**config.mk**
```make
export PLATFORM = sky130hd
export DESIGN_NAME = cfg_reg_bank
export DESIGN_NICKNAME = d
export VERILOG_FILES = /design/src/rtl/cfg_reg_pkg.sv /design/src/rtl/cfg_reg_chan.sv /design/src/rtl/cfg_reg_bank.sv
export SDC_FILE = /design/constraint.sdc
export NUM_CORES = 1
export LEC_CHECK = 0
export ABC_AREA = 0
export ABC_CLOCK_PERIOD_IN_PS = 1950
export BUFFER_PORTS_ARGS = -buffer_cell sky130_fd_sc_hd__buf_4
export CAP_MARGIN = 20
export CORE_UTILIZATION = 52
export CTS_BUF_LIST = sky130_fd_sc_hd__clkbuf_16
export DETAILED_ROUTE_END_ITERATION = 10
export GPL_TIMING_DRIVEN = 0
export PLACE_DENSITY = 0.86
export SLEW_MARGIN = 20
export SYNTH_ARGS = -nofsm -noshare
export SYNTH_HDL_FRONTEND = slang
export SYNTH_SLANG_ARGS = --single-unit
```
**constraint.sdc**
```tcl
create_clock -name clk -period 1.95 [get_ports clk]
set_clock_uncertainty 0.15 [all_clocks]
set_input_delay 0.585 -clock clk [delete_from_list [all_inputs] [get_ports clk]]
set_output_delay 0.585 -clock clk [all_outputs]
set_load 0.03 [all_outputs]
```
**src/rtl/cfg_reg_pkg.sv**
```systemverilog
// Shared constants, helpers and state types for the configuration register bank.
// Widths here bound the multi-byte write and read-back counters.
package cfg_reg_pkg;

  localparam int BYTES_MAX = 4;
  localparam int LEN_W     = 8;

  function automatic int clog2(input int value);
    int r;
    int v;
    r = 0;
    v = value - 1;
    while (v > 0) begin
      r++;
      v = v >> 1;
    end
    return r;
  endfunction

  localparam int CNT_W = clog2(BYTES_MAX + 1);
  localparam int TMR_W = clog2(65536);

  typedef enum logic {
    RD_EMPTY,
    RD_PENDING
  } rd_state_t;

endpackage

```
**src/rtl/cfg_reg_chan.sv**
```systemverilog
// One register channel: byte-wise staged write with gap timeout, committed value,
// and a shadow copy that is popped out MSB byte first for read-back.
module cfg_reg_chan
  import cfg_reg_pkg::*;
#(
  parameter int              REG_W      = 8,
  parameter logic [REG_W-1:0] RST_VAL_CH = '0,
  parameter int              TIMEOUT    = 255,
  parameter bit              ECHO       = 1'b1
) (
  input  logic             n_rst,
  input  logic             clk,
  input  logic [7:0]       master_data,
  input  logic             valid,
  input  logic             rdreq,
  output logic             have_msg,
  output logic [7:0]       slave_data,
  output logic [LEN_W-1:0] len,
  output logic [REG_W-1:0] reg_val
);

  localparam int BYTES = REG_W / 8;

  logic [REG_W-1:0] staging;
  logic [CNT_W-1:0] wr_cnt;
  logic [TMR_W-1:0] gap;
  logic [REG_W-1:0] next_val;
  logic             commit;
  logic             timed_out;

  // Incoming byte lands in the LSB so the first byte ends up as the MSB.
  assign next_val  = REG_W'({staging, master_data});
  assign commit    = valid && (wr_cnt == CNT_W'(BYTES - 1));
  assign timed_out = !valid && (wr_cnt != '0) && (gap == TMR_W'(TIMEOUT - 1));

  always_ff @(posedge clk or negedge n_rst) begin
    if (!n_rst) begin
      staging <= '0;
      wr_cnt  <= '0;
      gap     <= '0;
      reg_val <= RST_VAL_CH;
    end else if (valid) begin
      gap <= '0;
      if (commit) begin
        reg_val <= next_val;
        staging <= '0;
        wr_cnt  <= '0;
      end else begin
        staging <= next_val;
        wr_cnt  <= wr_cnt + CNT_W'(1);
      end
    end else if (timed_out) begin
      staging <= '0;
      wr_cnt  <= '0;
      gap     <= '0;
    end else if (wr_cnt != '0) begin
      gap <= gap + TMR_W'(1);
    end
  end

  rd_state_t        rd_state, rd_next;
  logic [REG_W-1:0] shadow, shadow_next;
  logic [CNT_W-1:0] rd_cnt, rd_cnt_next;

  // A commit reloads the read-back and takes priority over a pop in the same cycle.
  always_comb begin
    rd_next     = rd_state;
    shadow_next = shadow;
    rd_cnt_next = rd_cnt;
    if (commit) begin
      rd_next     = RD_PENDING;
      shadow_next = next_val;
      rd_cnt_next = CNT_W'(BYTES);
    end else if (rdreq && rd_state == RD_PENDING) begin
      shadow_next = shadow << 8;
      rd_cnt_next = rd_cnt - CNT_W'(1);
      if (rd_cnt == CNT_W'(1)) rd_next = RD_EMPTY;
    end
  end

  always_ff @(posedge clk or negedge n_rst) begin
    if (!n_rst) begin
      rd_state <= RD_EMPTY;
      shadow   <= '0;
      rd_cnt   <= '0;
    end else begin
      rd_state <= rd_next;
      shadow   <= shadow_next;
      rd_cnt   <= rd_cnt_next;
    end
  end

  generate
    if (ECHO) begin : g_echo
      assign have_msg   = (rd_state == RD_PENDING);
      assign slave_data = shadow[REG_W-1 -: 8];
      assign len        = LEN_W'(rd_cnt);
    end else begin : g_no_echo
      assign have_msg   = 1'b0;
      assign slave_data = '0;
      assign len        = '0;
    end
  endgenerate

endmodule

```
**src/rtl/cfg_reg_bank.sv**
```systemverilog
// Bank of N_CH byte-written control registers with per-channel read-back.
// Only instantiates channels and packs their ports onto the shared buses.
module cfg_reg_bank
  import cfg_reg_pkg::*;
#(
  parameter int                    N_CH    = 10,
  parameter int                    REG_W   = 8,
  parameter logic [N_CH*REG_W-1:0] RST_VAL = '0,
  parameter int                    TIMEOUT = 255,
  parameter bit                    ECHO    = 1'b1
) (
  input  logic                  n_rst,
  input  logic                  clk,
  input  logic [7:0]            master_data,
  input  logic [N_CH-1:0]       valid_bus,
  input  logic [N_CH-1:0]       rdreq_bus,
  output logic [N_CH-1:0]       have_msg_bus,
  output logic [N_CH*8-1:0]     slave_data_bus,
  output logic [N_CH*LEN_W-1:0] len_bus,
  output logic [N_CH*REG_W-1:0] reg_out
);

  generate
    for (genvar i = 0; i < N_CH; i++) begin : g_ch
      cfg_reg_chan #(
        .REG_W      (REG_W),
        .RST_VAL_CH (RST_VAL[i*REG_W +: REG_W]),
        .TIMEOUT    (TIMEOUT),
        .ECHO       (ECHO)
      ) u_chan (
        .n_rst       (n_rst),
        .clk         (clk),
        .master_data (master_data),
        .valid       (valid_bus[i]),
        .rdreq       (rdreq_bus[i]),
        .have_msg    (have_msg_bus[i]),
        .slave_data  (slave_data_bus[i*8 +: 8]),
        .len         (len_bus[i*LEN_W +: LEN_W]),
        .reg_val     (reg_out[i*REG_W +: REG_W])
      );
    end
  endgenerate

endmodule

```
==> impl_metrics.ini <==
[run_status]
run_status = finished, violations left
violations = hold timing, setup timing

[cts]
clk_path_buf_depth = 3
cts_tree = yes
clkLatencyLatePin_ns = 0.54
cts.sinks = 390
cts_made_buffers = 41
path_clk_slew_ns = 0.06
h-tree-depth = 2
clock-root-buffer = clkbuf_16

[sta]
final.setup.tns_ns = -10.26
setup_ws_ns = -0.170
setup_viol_count_final = 122
holdWs_ns = -0.136
min_period_ns = 2.12
tightest_slew_ns = 1.21
rsz0062_at_grt = true
max_freq_ghz = 0.472
slew_violations = 0
hold_viol = 67
maxSlewHeadroom = 0.194
finalCritPeriodShare = 1.09

[critical_path]
cp_top_family = simple AND/OR/NAND/NOR gates
crit_type = register to register
critPathBufInv = 3
endpoint_kind = register
path_max_fanout = 5
critPathArrivalTime_ns = 2.36
startpoint_type = register
slowest_stage = or4b_4
cp_cell_sequence = inv_2 -> ha_4 -> or4b_4 -> nor4_4 -> a41o_1 -> buf_6 -> buf_8 -> a21oi_2
cpPeakStageDelay_ns = 0.47
worstPathRequired_ns = 2.19

[final_layout]
area_growth_pct = 33.8
finalNonFillerCells = 2746
fin_util = 0.710
finalNetCount = 2350
layout_common_cells = 377 x dfrtp_1, 350 x buf_4, 332 x nand2_1, 84 x inv_1, 80 x a22o_1
drive_gt1_frac = 0.329
num_antenna_cells = 0
final_common_cell = dfrtp_1

[placed_design]
placedCellCount = 2575
portBuffers = 211
place.gp.congestion = 0.885
dp_hpwl_mm = 32.4

[grt]
grt_max_degree = 101
track_usage = 0.284
antenna_found_initial = 2
grt_pass1_vias = 15700
grt_pass1_wl_mm = 82.1
overflow = 0

[die]
rows = 68
dieArea_mm2 = 0.0361
io_pins = 280
coreArea_mm2 = 0.0346
die_w_um = 190
dieHeight_um = 190
start_util = 0.531

[route]
viasPerCell = 5.88
antenna_left = 0
met3_length_mm = 4.43
routed.top_layer = met4
drtPass1Iterations = 5
first_iter_violations = 1400
wl_per_cell_um = 20.2
wl_met1_mm = 21.5
drc = 0
wirelength_mm = 55.4
via_count = 16200
met2_length_mm = 27.1

[power_and_ir_drop]
total_leakage_power_nw = 11.4
clockPowerShare = 0.201
p_switching_w = 0.0153
p_comb_frac = 0.458
power_density_mw_per_mm2 = 1490
power_frac_seq = 0.341
internal_power_w = 0.0213
ir_worst_vdd_uv = 1250
p_sw_frac = 0.418

[synth]
seq_area_frac_synth = 0.531
synth_area_leaders = dfrtp_1 53%, nand2_1 6.9%, ha_1 4.1%
synth-seq-cells = 390
synth.distinct_cells = 51
synth-edff-count = 0
synth.top_cell.area_share = 0.531
netlist_area_mm2 = 0.0184
async_flop_share = 1.00
syn_area_per_cell_um2 = 9.90
yosysTopAreaCell = dfrtp_1
synthFlopType = dfrtp_1
ys_warn_count = 0
synthCells = 1856

[worst_hold_path]
worstHoldPathType = input port to async pin

[flow_run]
maxCapViolCount = 0
## metal layers
layer	global-route usage	vias to the layer above
met2	0.469	815
met1	0.369	8000
met4	0.117	0
met3	0.0531	211
li1	-	7134
met5	0	-
## path summary, 6_finish.rpt
| kind | startpoint | end | slack (ns) | depth (start not counted) |
|---|---|---|---|---|
| setup reg to reg | g_ch[4].u_chan.gap[0]$_DFFE_PN0P_ | g_ch[4].u_chan.gap[15]$_DFFE_PN0P_ | -0.17 | 8 |
| min in group clk | rdreq_bus[5] | g_ch[5].u_chan.rd_cnt[1]$_DFFE_PN0P_ | 0.15 | 2 |
| max in group asynchronous | n_rst | g_ch[0].u_chan.have_msg$_DFFE_PN0P_ | 0.58 | 3 |
| hold reg to reg | g_ch[6].u_chan.reg_val[3]$_DFFE_PN0P_ | g_ch[6].u_chan.reg_val[3]$_DFFE_PN0P_ | 0.32 | 2 |
| hold / removal | n_rst | g_ch[2].u_chan.gap[1]$_DFFE_PN0P_ | -0.14 | 1 |
| setup / recovery | g_ch[4].u_chan.gap[0]$_DFFE_PN0P_ | g_ch[4].u_chan.gap[15]$_DFFE_PN0P_ | -0.17 | 8 |
## power by group through the flow
| stage | registers, W | clock network [W] | logic, W |
|---|---|---|---|
| global route | 0.0127 | 0.00773 | 0.0178 |
| finish | 0.0124 | 0.00735 | 0.0167 |
| CTS | 0.0123 | 0.00737 | 0.0156 |
| floorplan | 0.0156 | 0 | 0.00573 |
| detailed placement | 0.0124 | 0 | 0.0142 |
| global placement | 0.0123 | 0 | 0.0137 |
## cell type report
cell class              count  area (um2)
flip-flops and latches    390        9780
inverters                  88         335
clock buffers              43        1080
plain buffers             113         885
clock inverters            31         163
multi-input cells        1297        9030
well taps                 455         569
repair buffers            329        2740
fillers                  2256       10100
## synth_stat cells, drive strengths merged, types with 10 or more instances
master	count
o21ai	82
or4	21
inv	88
or3	44
nand3	69
dfrtp	390
and3	15
nor3	23
ha	60
o22ai	13
nand2	336
clkbuf	47
a311oi	10
buf	83
xnor2	61
xor2	46
a21oi	73
or3b	10
nor3b	11
o31ai	18
nor4b	17
nor4	23
a22o	80
nor2	112
nand4	50
## worst register-to-register path, stage by stage (launching register included)
cell	delay [ns]
dfrtp_1	0.39
inv_2	0.10
ha_4	0.13
or4b_4	0.47
nor4_4	0.17
a41o_1	0.25
buf_6	0.16
buf_8	0.14
a21oi_2	0.04
## state kept, by name, indices dropped and copies added (netlist names)
name                    flops
g_ch.u_chan.gap           160
g_ch.u_chan.reg_val        80
g_ch.u_chan.slave_data     80
g_ch.u_chan.rd_cnt         30
g_ch.u_chan.wr_cnt         30
g_ch.u_chan.have_msg       10
## through the flow
step	hold WS [ns]	power [W]	worst slack, ns	instance area [um2]
floorplan	0.139	0.0213	-0.0827	18800
global placement	0.311	0.0261	-3.57	20900
detailed placement	0.314	0.0267	-0.744	21000
CTS	-0.125	0.0352	-0.165	23500
global route	-0.0956	0.0382	-0.215	24600
finish	-0.136	0.0365	-0.170	24600
## kinds of logic (layout without fill, tap and decap cells)
family,count (synthesis),in the layout,synth area share
compound gates,298,298,0.107
xor+xnor,107,107,0.0510
fa+ha+maj,60,60,0.0409
buf+inv,218,604,0.0589
flops,390,390,0.531
mux,8,8,0.00490
other cells,1,50,0.000204
simple gates,774,774,0.206
## repair_timing
action / in CTS / in global routing
endpoints found under the hold margin: 67 / 67
gates resized for setup: 201 / 222
endpoints found under the setup margin: 369 / 269
cloned: 8 / 3
pin swaps: 62 / 77
setup buffers: 72 / 32
(Power assumes the default switching activity.)
